--- config.mk ---
export PLATFORM = sky130hd
export DESIGN_NAME = pll_reset_seq
export DESIGN_NICKNAME = d
export VERILOG_FILES = /design/src/rtl/pll_reset_pkg.sv /design/src/rtl/pll_lock_sync.sv /design/src/rtl/pll_reset_seq.sv
export SDC_FILE = /design/constraint.sdc
export NUM_CORES = 1
export LEC_CHECK = 0
export CAP_MARGIN = 20
export CORE_ASPECT_RATIO = 0.8
export CORE_MARGIN = 4
export CORE_UTILIZATION = 55
export DETAILED_ROUTE_END_ITERATION = 8
export GPL_TIMING_DRIVEN = 0
export PLACE_DENSITY = 0.75
export SLEW_MARGIN = 20
export SYNTH_ARGS = -nofsm -noshare
export SYNTH_HDL_FRONTEND = slang
export SYNTH_SLANG_ARGS = --single-unit
--- constraint.sdc ---
create_clock -name clk -period 2.2 [get_ports clk]
set_input_delay 0.44 -clock clk [delete_from_list [all_inputs] [get_ports clk]]
set_output_delay 0.44 -clock clk [all_outputs]
set_load 0.01 [all_outputs]
--- src/rtl/pll_reset_pkg.sv ---
// Shared types and defaults for the PLL reset sequencer.
// Holds the FSM state enum, default parameters and loss counter width.
package pll_reset_pkg;

  typedef enum logic [1:0] {
    WAIT_LOCK,
    HOLD,
    STAGGER,
    RUN
  } state_t;

  localparam int DEF_SYNC_STAGES    = 2;
  localparam int DEF_LOCK_FILTER    = 16;
  localparam int DEF_LOSS_FILTER    = 4;
  localparam int DEF_HOLD_CYCLES    = 1024;
  localparam int DEF_STAGGER_CYCLES = 64;
  localparam int LOSS_CNT_W         = 8;

  function automatic int max_of4(
    input int a,
    input int b,
    input int c,
    input int d
  );
    int m;
    m = a;
    if (b > m) m = b;
    if (c > m) m = c;
    if (d > m) m = d;
    return m;
  endfunction

endpackage

--- src/rtl/pll_lock_sync.sv ---
// Multi-flop synchronizer bringing the async PLL lock flag into clk.
// Ports: clk, reset (sync, active-high), i_async in, o_sync = last stage.
import pll_reset_pkg::*;

module pll_lock_sync #(
  parameter int SYNC_STAGES = DEF_SYNC_STAGES
) (
  input  logic clk,
  input  logic reset,
  input  logic i_async,
  output logic o_sync
);

  logic [SYNC_STAGES-1:0] r_sync;

  always_ff @(posedge clk) begin
    if (reset) begin
      r_sync <= '0;
    end else begin
      r_sync <= {r_sync[SYNC_STAGES-2:0], i_async};
    end
  end

  assign o_sync = r_sync[SYNC_STAGES-1];

endmodule

--- src/rtl/pll_reset_seq.sv ---
// PLL-lock driven reset sequencer: SDRAM reset released first, system later.
// Ports: clk, reset, pll_locked (async) -> sdram_reset, sys_reset, ready,
// and loss_count when PLL_RESET_LOSS_CNT_EN is defined.
import pll_reset_pkg::*;

module pll_reset_seq #(
  parameter int SYNC_STAGES    = DEF_SYNC_STAGES,
  parameter int LOCK_FILTER    = DEF_LOCK_FILTER,
  parameter int LOSS_FILTER    = DEF_LOSS_FILTER,
  parameter int HOLD_CYCLES    = DEF_HOLD_CYCLES,
  parameter int STAGGER_CYCLES = DEF_STAGGER_CYCLES
) (
  input  logic clk,
  input  logic reset,
  input  logic pll_locked,
  output logic sdram_reset,
  output logic sys_reset,
  output logic ready
`ifdef PLL_RESET_LOSS_CNT_EN
  ,
  output logic [LOSS_CNT_W-1:0] loss_count
`endif
);

  localparam int CNT_MAX = max_of4(LOCK_FILTER, LOSS_FILTER,
                                   HOLD_CYCLES, STAGGER_CYCLES);
  localparam int CNT_W = $clog2(CNT_MAX) + 1;

  localparam logic [CNT_W-1:0] C_LOCK = CNT_W'(LOCK_FILTER);
  localparam logic [CNT_W-1:0] C_HOLD = CNT_W'(HOLD_CYCLES - 1);
  localparam logic [CNT_W-1:0] C_STAG = CNT_W'(STAGGER_CYCLES - 1);
  localparam logic [CNT_W-1:0] C_LOSS = CNT_W'(LOSS_FILTER - 1);

  state_t           r_state;
  logic [CNT_W-1:0] r_cnt;
  logic             w_lock_s;

  pll_lock_sync #(
    .SYNC_STAGES(SYNC_STAGES)
  ) u_sync (
    .clk    (clk),
    .reset  (reset),
    .i_async(pll_locked),
    .o_sync (w_lock_s)
  );

  always_ff @(posedge clk) begin
    if (reset) begin
      r_state     <= WAIT_LOCK;
      r_cnt       <= '0;
      sdram_reset <= 1'b1;
      sys_reset   <= 1'b1;
      ready       <= 1'b0;
    end else begin
      unique case (r_state)
        WAIT_LOCK: begin
          sdram_reset <= 1'b1;
          sys_reset   <= 1'b1;
          ready       <= 1'b0;
          // Filter counts lock_s high cycles; any low cycle restarts it.
          if (!w_lock_s) begin
            r_cnt <= '0;
          end else if (r_cnt == C_LOCK) begin
            r_state <= HOLD;
            r_cnt   <= '0;
          end else begin
            r_cnt <= r_cnt + 1'b1;
          end
        end
        HOLD: begin
          if (!w_lock_s) begin
            r_state <= WAIT_LOCK;
            r_cnt   <= '0;
          end else if (r_cnt == C_HOLD) begin
            r_state     <= STAGGER;
            r_cnt       <= '0;
            sdram_reset <= 1'b0;
          end else begin
            r_cnt <= r_cnt + 1'b1;
          end
        end
        STAGGER: begin
          if (!w_lock_s) begin
            r_state     <= WAIT_LOCK;
            r_cnt       <= '0;
            sdram_reset <= 1'b1;
          end else if (r_cnt == C_STAG) begin
            r_state   <= RUN;
            r_cnt     <= '0;
            sys_reset <= 1'b0;
            ready     <= 1'b1;
          end else begin
            r_cnt <= r_cnt + 1'b1;
          end
        end
        RUN: begin
          // Short low glitches are absorbed; only a full run trips.
          if (w_lock_s) begin
            r_cnt <= '0;
          end else if (r_cnt == C_LOSS) begin
            r_state     <= WAIT_LOCK;
            r_cnt       <= '0;
            sdram_reset <= 1'b1;
            sys_reset   <= 1'b1;
            ready       <= 1'b0;
          end else begin
            r_cnt <= r_cnt + 1'b1;
          end
        end
        default: begin
          r_state <= WAIT_LOCK;
          r_cnt   <= '0;
        end
      endcase
    end
  end

`ifdef PLL_RESET_LOSS_CNT_EN
  logic w_loss_evt;

  assign w_loss_evt = (r_state == RUN) && !w_lock_s &&
                      (r_cnt == C_LOSS);

  always_ff @(posedge clk) begin
    if (reset) begin
      loss_count <= '0;
    end else if (w_loss_evt && (loss_count != '1)) begin
      loss_count <= loss_count + 1'b1;
    end
  end
`endif

endmodule

==> run_results.csv, run 1 <==
group,metric,value,unit
routing,drc,0,
cts,cts-root-buf,"clkbuf_4",
routing,routedWlPerCell,12.57,µm
sta,rsz0062_at_grt,"no",
sta,max_freq,467.9,MHz
synthesis,syn_area_per_cell,8.613,µm²
cells_and_area,fin_area,1109,µm²
setup_path,cp-start-kind,"flip-flop",
sta,fin_crit_sh,97.14,%
synthesis,yosys_warnings,0,
setup_path,path_max_fanout,4,
cells_and_area,antennaDiodeCount,0,
die,start_util,58.72,%
setup_path,arrival,2.36,ns
sta,hold_viol,0,
routing,first_iter_violations,26,
setup_path,worst_setup_path_end_kind,"flip-flop",
hold_path,worst_hold_path_type,"flip-flop to flip-flop",
hold_path,min_from,"r_cnt[0]",
setup_path,worst-setup-path-type,"flip-flop to flip-flop",
setup_path,cp_slowest_cell,"or4_4",
synthesis,synthArstFlopShare,0,%
die,die_h,45.46,µm
die,fp.coreArea,1643,µm²
setup_path,r2r_start,"r_cnt[6]",
power_and_ir_drop,p_leak,0.3740,nW
cts,clock_latency,0.29,ns
setup_path,startpoint,"r_cnt[6]",
routing,via_per_inst,5.556,
global_routing,grt_pass1_wl,3084,µm
global_routing,antenna_found_initial,0,
synthesis,synth_edf_count,0,
cts,numCtsBuffers,3,
routing,ant_nets,0,
sta,hold_ws,0.4398,ns
routing,routed_wirelength,1810,µm
synthesis,netlist_area,964.7,µm²
place,port_buffers,4,
sta,report.final.slew_viol_count,0,
die,dieWidth,54.83,µm
routing,via_count,800,
status,run_status,"complete, no violations",
synthesis,ys_seq_area_share,37.35,%
cells_and_area,drive_gt1_share,14.75,%
run,maxCapViolations,0,
synthesis,synth-seq-cells,18,
setup_path,crit_chain,"or4_4 -> o41ai_4 -> o21ai_1 -> or3_4 -> a211oi_2",
cts,path_clk_slew,0.10,ns
global_routing,grt_usage,17.20,%
synthesis,synthFlopType,"dfxtp_1",
die,fp.dieArea,2492,µm²
power_and_ir_drop,powerDensity,510.0,nW/µm²
synthesis,synth_cells,112,
cells_and_area,syn2layout_area_growth,14.92,%
synthesis,syn_nets,121,
sta,slew_headroom,67.76,%
power_and_ir_drop,ir_drop,0.4399,mV
cts,cts_buffer_depth,2,
place,dp_cells,138,
cells_and_area,utilization,67.48,%
sta,finalCriticalPeriod,2.137,ns
sta,tightest_slew,0.4835,ns
place,place_area,1032,µm²
synthesis,yosysUniqueCellTypes,37,
global_routing,grt_pass1_vias,692,
place,gp_congestion,0.8550,
global_routing,grt.overflow.total,0,
cells_and_area,fin_cells,144,
setup_path,critPathMaxStageDelay,0.60,ns
cells_and_area,final_nets,132,
die,pin_count,6,
routing,drt-pass1-iter-count,4,
cts,cts.sinks,18,
die,placementRows,13,
cts,cts_tree,"done",
sta,setup_violations,0,
cts,h-tree-depth,1,
setup_path,required,2.42,ns
sta,fin_skew,0.005821,ns
global_routing,grt_max_degree,11,
place,dpl.hpwl,1342,µm
cells_and_area,fillCellCount,143,
-- area by class of cell --
| cell class | count | area, µm² | share of cell area (%) |
|---|---|---|---|
| Inverter | 7 | 26.28 | 2.370 |
| Tap cell | 22 | 27.53 | 2.483 |
| Clock buffer | 4 | 36.28 | 3.273 |
| Buffer | 3 | 11.26 | 1.016 |
| Sequential cell | 18 | 361.6 | 32.62 |
| Timing Repair Buffer | 6 | 55.05 | 4.966 |
| Multi-Input combinational cell | 84 | 590.6 | 53.27 |
-- layout by cell type (no fill, tap or decap), drive strengths merged --
cell type | netlist | routed
dfxtp | 18 | 18
ha | 6 | 6
buf | 0 | 2
or4 | 1 | 1
xor2 | 2 | 2
and3 | 1 | 1
a211oi | 1 | 1
inv | 7 | 7
nand3 | 4 | 4
and2 | 1 | 1
a41oi | 1 | 1
a21oi | 7 | 7
o221ai | 1 | 1
nand4 | 1 | 1
nor2 | 19 | 19
o31a | 1 | 1
nand2b | 2 | 2
nor3 | 3 | 3
nand2 | 6 | 6
nor3b | 1 | 1
o41ai | 2 | 2
nor4 | 2 | 2
o211ai | 1 | 1
nor2b | 4 | 4
o21ai | 4 | 4
clkbuf | 3 | 7
or3 | 2 | 2
a32oi | 1 | 1
o21bai | 1 | 1
or3b | 1 | 1
xnor2 | 6 | 6
clkdlybuf4s50 | 0 | 4
or2 | 1 | 1
mux2i | 1 | 1
-- flip-flops by register name (all words and copies together) (netlist names) --
| name | count |
|---|---|
| r_state | 2 |
| sys_reset | 1 |
| ready | 1 |
| r_cnt | 11 |
| u_sync.r_sync | 2 |
| sdram_reset | 1 |
-- metal layers --
layer / vias up / track usage (%) / routed length [µm]
met5: - / 0 / 0
met4: 0 / 4.478 / 10
met3: 2 / 6.885 / 96
met2: 22 / 25.47 / 827
met1: 370 / 23.05 / 876
li1: 406 / - / -
-- report_power, final --
part	leakage (nW)	internal (mW)	switching, mW
clock	0.0210	0.101	0.0999
sequential	0.146	0.329	0.00232
combinational	0.207	0.0146	0.0186
-- worst max-delay path: cells and delay by family (launching register included) --
kind,cells,cell delay (ns)
and+or+nand+nor,2,0.96
DFF,1,0.37
AOI/OAI and AO/OA,3,0.73
-- synth_stat cells (2+ instances only) --
master,instances,area share [%]
a21oi_1,7,3.6
clkbuf_1,3,1.2
dfxtp_1,18,37
ha_1,6,7.8
inv_1,7,2.7
nand2_1,6,2.3
nand2b_1,2,1.3
nand3_1,4,2.1
nor2_1,19,7.4
nor2b_1,4,2.6
nor3_1,2,1.0
nor4_1,2,1.3
o21ai_1,2,1.0
xnor2_1,6,5.4
xor2_1,2,1.8
-- worst paths after layout --
kind	end	slack (ns)	cells after the start
worst max-delay path	r_state[0]	0.06	5
worst min-delay path	r_cnt[0]	0.44	1
worst max register to register	r_state[0]	0.06	5
worst min register to register	r_cnt[0]	0.44	1
-- cells by family (layout without fill, tap and decap cells) --
logic type / count (synthesis) / after routing / share of synthesized area [%]
compound gates: 20 / 20 / 16.34
flops: 18 / 18 / 37.35
mux: 1 / 1 / 1.038
fa+ha+maj: 6 / 6 / 7.782
buf+inv: 10 / 20 / 3.891
simple gates: 49 / 49 / 26.33
xor+xnor: 8 / 8 / 7.264
-- metrics by stage --
stage	power, mW	TNS [ns]	setup slack (ns)
finish	0.5654	0	0.06300
global route	0.5934	0	0.001144
CTS	0.5710	0	0.003859
detailed placement	0.3713	-0.02541	-0.02541
global placement	0.3701	0	0.02824
floorplan	0.3636	0	0.2037
-- what timing repair did --
| item | in CTS | in global routing |
|---|---|---|
| hold buffers | 0 | 0 |
| buffers inserted | 0 | 2 |
| endpoints found under the setup margin | 2 | 13 |
| pin swaps | 0 | 2 |
| gates resized for setup | 1 | 4 |
| hold endpoints to repair | 0 | 0 |
No activity file was read; power rests on OpenSTA's default activity.
==> run 2, diff against run 1 <==
- CORE_MARGIN: 4 -> unset
- GPL_ROUTABILITY_DRIVEN: unset -> 0
==> run 2 against run 1 <==
  * Die area is 23% lower
  * Flip-flop and latch count stayed put
  * Register-to-register slack better by 0.09 ns
  * Via count is 1.5% lower
==> run_results.csv, run 2 (same netlist as run 1, synthesis figures left out) <==
group,metric,value,unit
setup_path,crit_family,"simple AND/OR/NAND/NOR gates",
sta,tightest_slew,0.4210,ns
place,dpl.hpwl,1302,µm
cts,cts_buffer_depth,2,
sta,setup_tns,0,ns
sta,setup_violations,0,
routing,via_per_inst,5.510,
global_routing,grt_pass1_wl,2973,µm
die,dieWidth,48.83,µm
place,dp_slack,0.01320,ns
setup_path,worst_setup_path_end_kind,"flip-flop",
setup_path,worst-setup-path-type,"flip-flop to flip-flop",
global_routing,grt_usage,21.20,%
cts,cts.sinks,18,
cells_and_area,layout_common_cells,"nor2_1, dfxtp_1, inv_1, a21oi_1",
routing,first_iter_violations,16,
routing,drt-pass1-iter-count,4,
cts,path_clk_slew,0.10,ns
setup_path,cp-start-kind,"flip-flop",
die,start_util,59.31,%
status,run_status,"complete, no violations",
routing,routedWlPerCell,12.97,µm
die,fp.coreArea,1627,µm²
die,die_h,39.46,µm
setup_path,worst-path-buf-inv,0,
place,port_buffers,4,
run,maxCapViolations,0,
cts,h-tree-depth,1,
sta,hold_ws,0.4476,ns
cts,numCtsBuffers,3,
cells_and_area,mostFrequentLayoutCell,"nor2_1",
setup_path,cp_slowest_cell,"or3b_4",
cells_and_area,final_nets,131,
sta,hold_viol,0,
routing,drc,0,
sta,max_freq,489.1,MHz
power_and_ir_drop,ir_drop,0.4324,mV
global_routing,antenna_found_initial,0,
routing,via_count,788,
cells_and_area,syn2layout_area_growth,16.99,%
setup_path,path_max_fanout,5,
sta,slew_headroom,71.93,%
power_and_ir_drop,powerDensity,504.9,nW/µm²
routing,ant_nets,0,
cells_and_area,utilization,69.38,%
global_routing,grt.overflow.total,0,
setup_path,arrival,2.27,ns
routing,routed_wirelength,1854,µm
die,pin_count,6,
setup_path,crit_chain,"ha_4 -> or3b_4 -> o41ai_4 -> o21ai_1 -> or3_4 -> a211oi_2",
place,place_area,1032,µm²
cts,clock_latency,0.30,ns
cells_and_area,top_register,"r_cnt",
sta,finalWorstSetupSlack,0.1553,ns
sta,fin_skew,0.001004,ns
cells_and_area,largest_register_ffs,11,
setup_path,critPathMaxStageDelay,0.39,ns
cells_and_area,fin_area,1129,µm²
die,placementRows,13,
power_and_ir_drop,p_leak,0.3767,nW
sta,rsz0062_at_grt,"no",
sta,report.final.slew_viol_count,0,
setup_path,required,2.43,ns
cells_and_area,drive_gt1_share,15.70,%
global_routing,grt_max_degree,11,
cts,cts-root-buf,"clkbuf_4",
sta,fin_crit_sh,92.94,%
die,fp.dieArea,1927,µm²
cells_and_area,top_regs,"r_cnt (11), r_state (2), u_sync.r_sync (2)",
sta,finalCriticalPeriod,2.045,ns
global_routing,grt_pass1_vias,699,
hold_path,worst_hold_path_type,"flip-flop to flip-flop",
cells_and_area,antennaDiodeCount,0,
cts,cts_tree,"done",
==> run 2: where the power goes <==
| group | total, mW | switching, mW | internal [mW] |
|---|---|---|---|
| registers | 0.331 | 0.00268 | 0.328 |
| clock network | 0.206 | 0.104 | 0.101 |
| logic | 0.0336 | 0.0190 | 0.0145 |
| total | 0.570 | 0.126 | 0.444 |
==> run 2: area by class of cell <==
| cell class | instances | area [µm²] |
|---|---|---|
| well taps | 22 | 27.53 |
| clock buffers | 4 | 36.28 |
| inverters | 7 | 26.28 |
| flip-flops and latches | 18 | 365.4 |
| plain buffers | 2 | 7.507 |
| repair buffers | 6 | 55.05 |
| multi-input cells | 84 | 610.6 |
| fillers | 131 | 498.0 |
==> run 2: per-stage QoR <==
step | total power [mW] | instances
floorplan | 0.3636 | 112
global placement | 0.3706 | 138
detailed placement | 0.3711 | 138
CTS | 0.5713 | 142
global route | 0.5938 | 143
finish | 0.5698 | 143
==> run 2: final timing paths <==
path                    start          endpoint  slack (ns)  cells after the start
min          u_sync.r_sync[0]  u_sync.r_sync[1]        0.45                      1
max                  r_cnt[0]        r_state[0]        0.16                      6
min reg2reg  u_sync.r_sync[0]  u_sync.r_sync[1]        0.45                      1
max reg2reg          r_cnt[0]        r_state[0]        0.16                      6
==> run 2: per-layer routing <==
layer,global-route usage [%],wire length [µm],up-vias
li1,-,-,405
met1,24.65,901,358
met2,37.85,816,21
met3,8.140,95,4
met4,4.412,40,0
met5,0,0,-
==> run 2: worst reg2reg max path, delay by kind of cell (launching register included) <==
family	cells	cell delay [ns]
fa+ha+maj	1	0.16
simple gates	2	0.75
compound gates	3	0.69
flops	1	0.38
==> run 2: repair_timing <==
item	in CTS	in global routing
pin swaps	0	3
hold buffers	0	0
endpoints found under the setup margin	1	13
setup buffers	0	2
gates resized for setup	1	9
==> run 3, diff against run 2 <==
- CELL_PAD_IN_SITES_DETAIL_PLACEMENT: unset -> 0
- CELL_PAD_IN_SITES_GLOBAL_PLACEMENT: unset -> 1
- CORE_UTILIZATION: 55 -> 43
- PLACE_DENSITY: 0.75 -> unset
- PLACE_DENSITY_LB_ADDON: unset -> 0.1
- SLEW_MARGIN: 20 -> 10
==> run 3 against run 2 <==
  * Global-route usage shrank 3.3 points
  * Combinational power is essentially flat
  * Via count shrank 2.0%
  * Power shrank 0.77%
  * Sequential share of layout area shrank 0.11 points
  * Core utilization shrank 13 points
==> run_results.csv, run 3 (same netlist as run 1, synthesis figures left out) <==
group,metric,value,unit
cts,cts-root-buf,"clkbuf_4",
cts,h-tree-depth,1,
global_routing,grt.overflow.total,0,
cells_and_area,mostFrequentLayoutCell,"nor2_1",
setup_path,worst-setup-path-type,"flip-flop to flip-flop",
power_and_ir_drop,finalPower,565.4,µW
setup_path,required,2.42,ns
place,dp_slack,-0.02844,ns
cts,cts_buffer_depth,2,
sta,slew_headroom,68.06,%
routing,drt-pass1-iter-count,4,
run,maxCapViolations,0,
cts,numCtsBuffers,3,
cells_and_area,top_regs,"r_cnt (11), r_state (2), u_sync.r_sync (2)",
routing,routedWlPerCell,12.36,µm
cts,cts.sinks,18,
die,pin_count,6,
setup_path,path_max_fanout,5,
power_and_ir_drop,ir_drop,0.4447,mV
cts,clock_latency,0.29,ns
sta,hold_ws,0.4469,ns
setup_path,worst_setup_path_end_kind,"flip-flop",
routing,via_count,772,
die,fp.dieArea,2438,µm²
die,die_h,44.37,µm
place,dpl.hpwl,1385,µm
power_and_ir_drop,powerDensity,499.4,nW/µm²
die,fp.coreArea,1997,µm²
cells_and_area,largest_register_ffs,11,
cells_and_area,antennaDiodeCount,0,
die,placementRows,14,
power_and_ir_drop,p_leak,0.3754,nW
sta,rsz0062_at_grt,"no",
die,dieWidth,54.96,µm
routing,drc,0,
setup_path,cp-start-kind,"flip-flop",
status,run_status,"complete, no violations",
cells_and_area,top_register,"r_cnt",
sta,report.final.slew_viol_count,0,
routing,routed_wirelength,1805,µm
cells_and_area,syn2layout_area_growth,17.38,%
global_routing,grt_pass1_vias,669,
cells_and_area,final_nets,132,
sta,setup_violations,0,
place,place_area,1035,µm²
hold_path,worst_hold_path_type,"flip-flop to flip-flop",
cells_and_area,layout_common_cells,"nor2_1, dfxtp_1, inv_1, a21oi_1",
place,port_buffers,4,
sta,finalWorstSetupSlack,0.08056,ns
global_routing,antenna_found_initial,0,
routing,ant_nets,0,
routing,first_iter_violations,18,
cells_and_area,fin_area,1132,µm²
sta,tightest_slew,0.4790,ns
global_routing,grt_max_degree,11,
cts,cts_tree,"done",
sta,finalCriticalPeriod,2.119,ns
cts,path_clk_slew,0.10,ns
global_routing,grt_usage,17.95,%
routing,via_per_inst,5.288,
sta,fin_crit_sh,96.34,%
sta,fin_skew,0.001296,ns
cells_and_area,drive_gt1_share,15.57,%
sta,max_freq,471.8,MHz
setup_path,arrival,2.34,ns
die,start_util,48.31,%
global_routing,grt_pass1_wl,3098,µm
sta,hold_viol,0,
sta,setup_tns,0,ns
-- run 3: layout make-up --
type | instances | area, µm²
Fill cell | 194 | 864.6
Multi-Input combinational cell | 84 | 608.1
Sequential cell | 18 | 365.4
Timing Repair Buffer | 6 | 55.05
Clock buffer | 4 | 36.28
Tap cell | 24 | 30.03
Inverter | 7 | 26.28
Buffer | 3 | 11.26
-- run 3: power by group --
group          switching [mW]  internal [mW]
clock                   0.100          0.101
sequential            0.00218          0.328
combinational          0.0193         0.0146
total                   0.122          0.443
-- run 3: metal layers --
metal | share of wire [%] | vias up | global-route usage (%)
met1 | 52 | 350 | 25.31
met4 | 0.55 | 0 | 3.000
li1 | - | 407 | -
met2 | 43 | 13 | 26.02
met3 | 3.9 | 2 | 7.216
met5 | 0 | - | 0
-- run 3: worst max-delay path, stage by stage, from the launching register on --
cell	delay [ns]
dfxtp_4	0.38
ha_4	0.16
or3b_2	0.48
o41ai_4	0.36
o21ai_1	0.11
or3_4	0.36
a211oi_2	0.21
-- run 3: worst paths after layout --
check        cells after the start        startpoint          endpoint  slack (ns)
max reg2reg                      6          r_cnt[0]        r_state[0]        0.08
max                              6          r_cnt[0]        r_state[0]        0.08
min reg2reg                      1  u_sync.r_sync[0]  u_sync.r_sync[1]        0.45
min                              1  u_sync.r_sync[0]  u_sync.r_sync[1]        0.45
-- run 3: timing repair --
item,CTS,global route
hold buffers,0,0
buffers inserted,0,2
endpoints found under the setup margin,9,13
resized for setup,2,7
pin swaps,0,2
-- run 3: metrics by stage --
stage          util, %  instances
2_1_floorplan        -        112
3_3_place_gp     51.82        140
3_5_place_dp     51.82        140
4_1_cts          54.32        144
5_1_grt          56.70        146
6_report         56.70        146
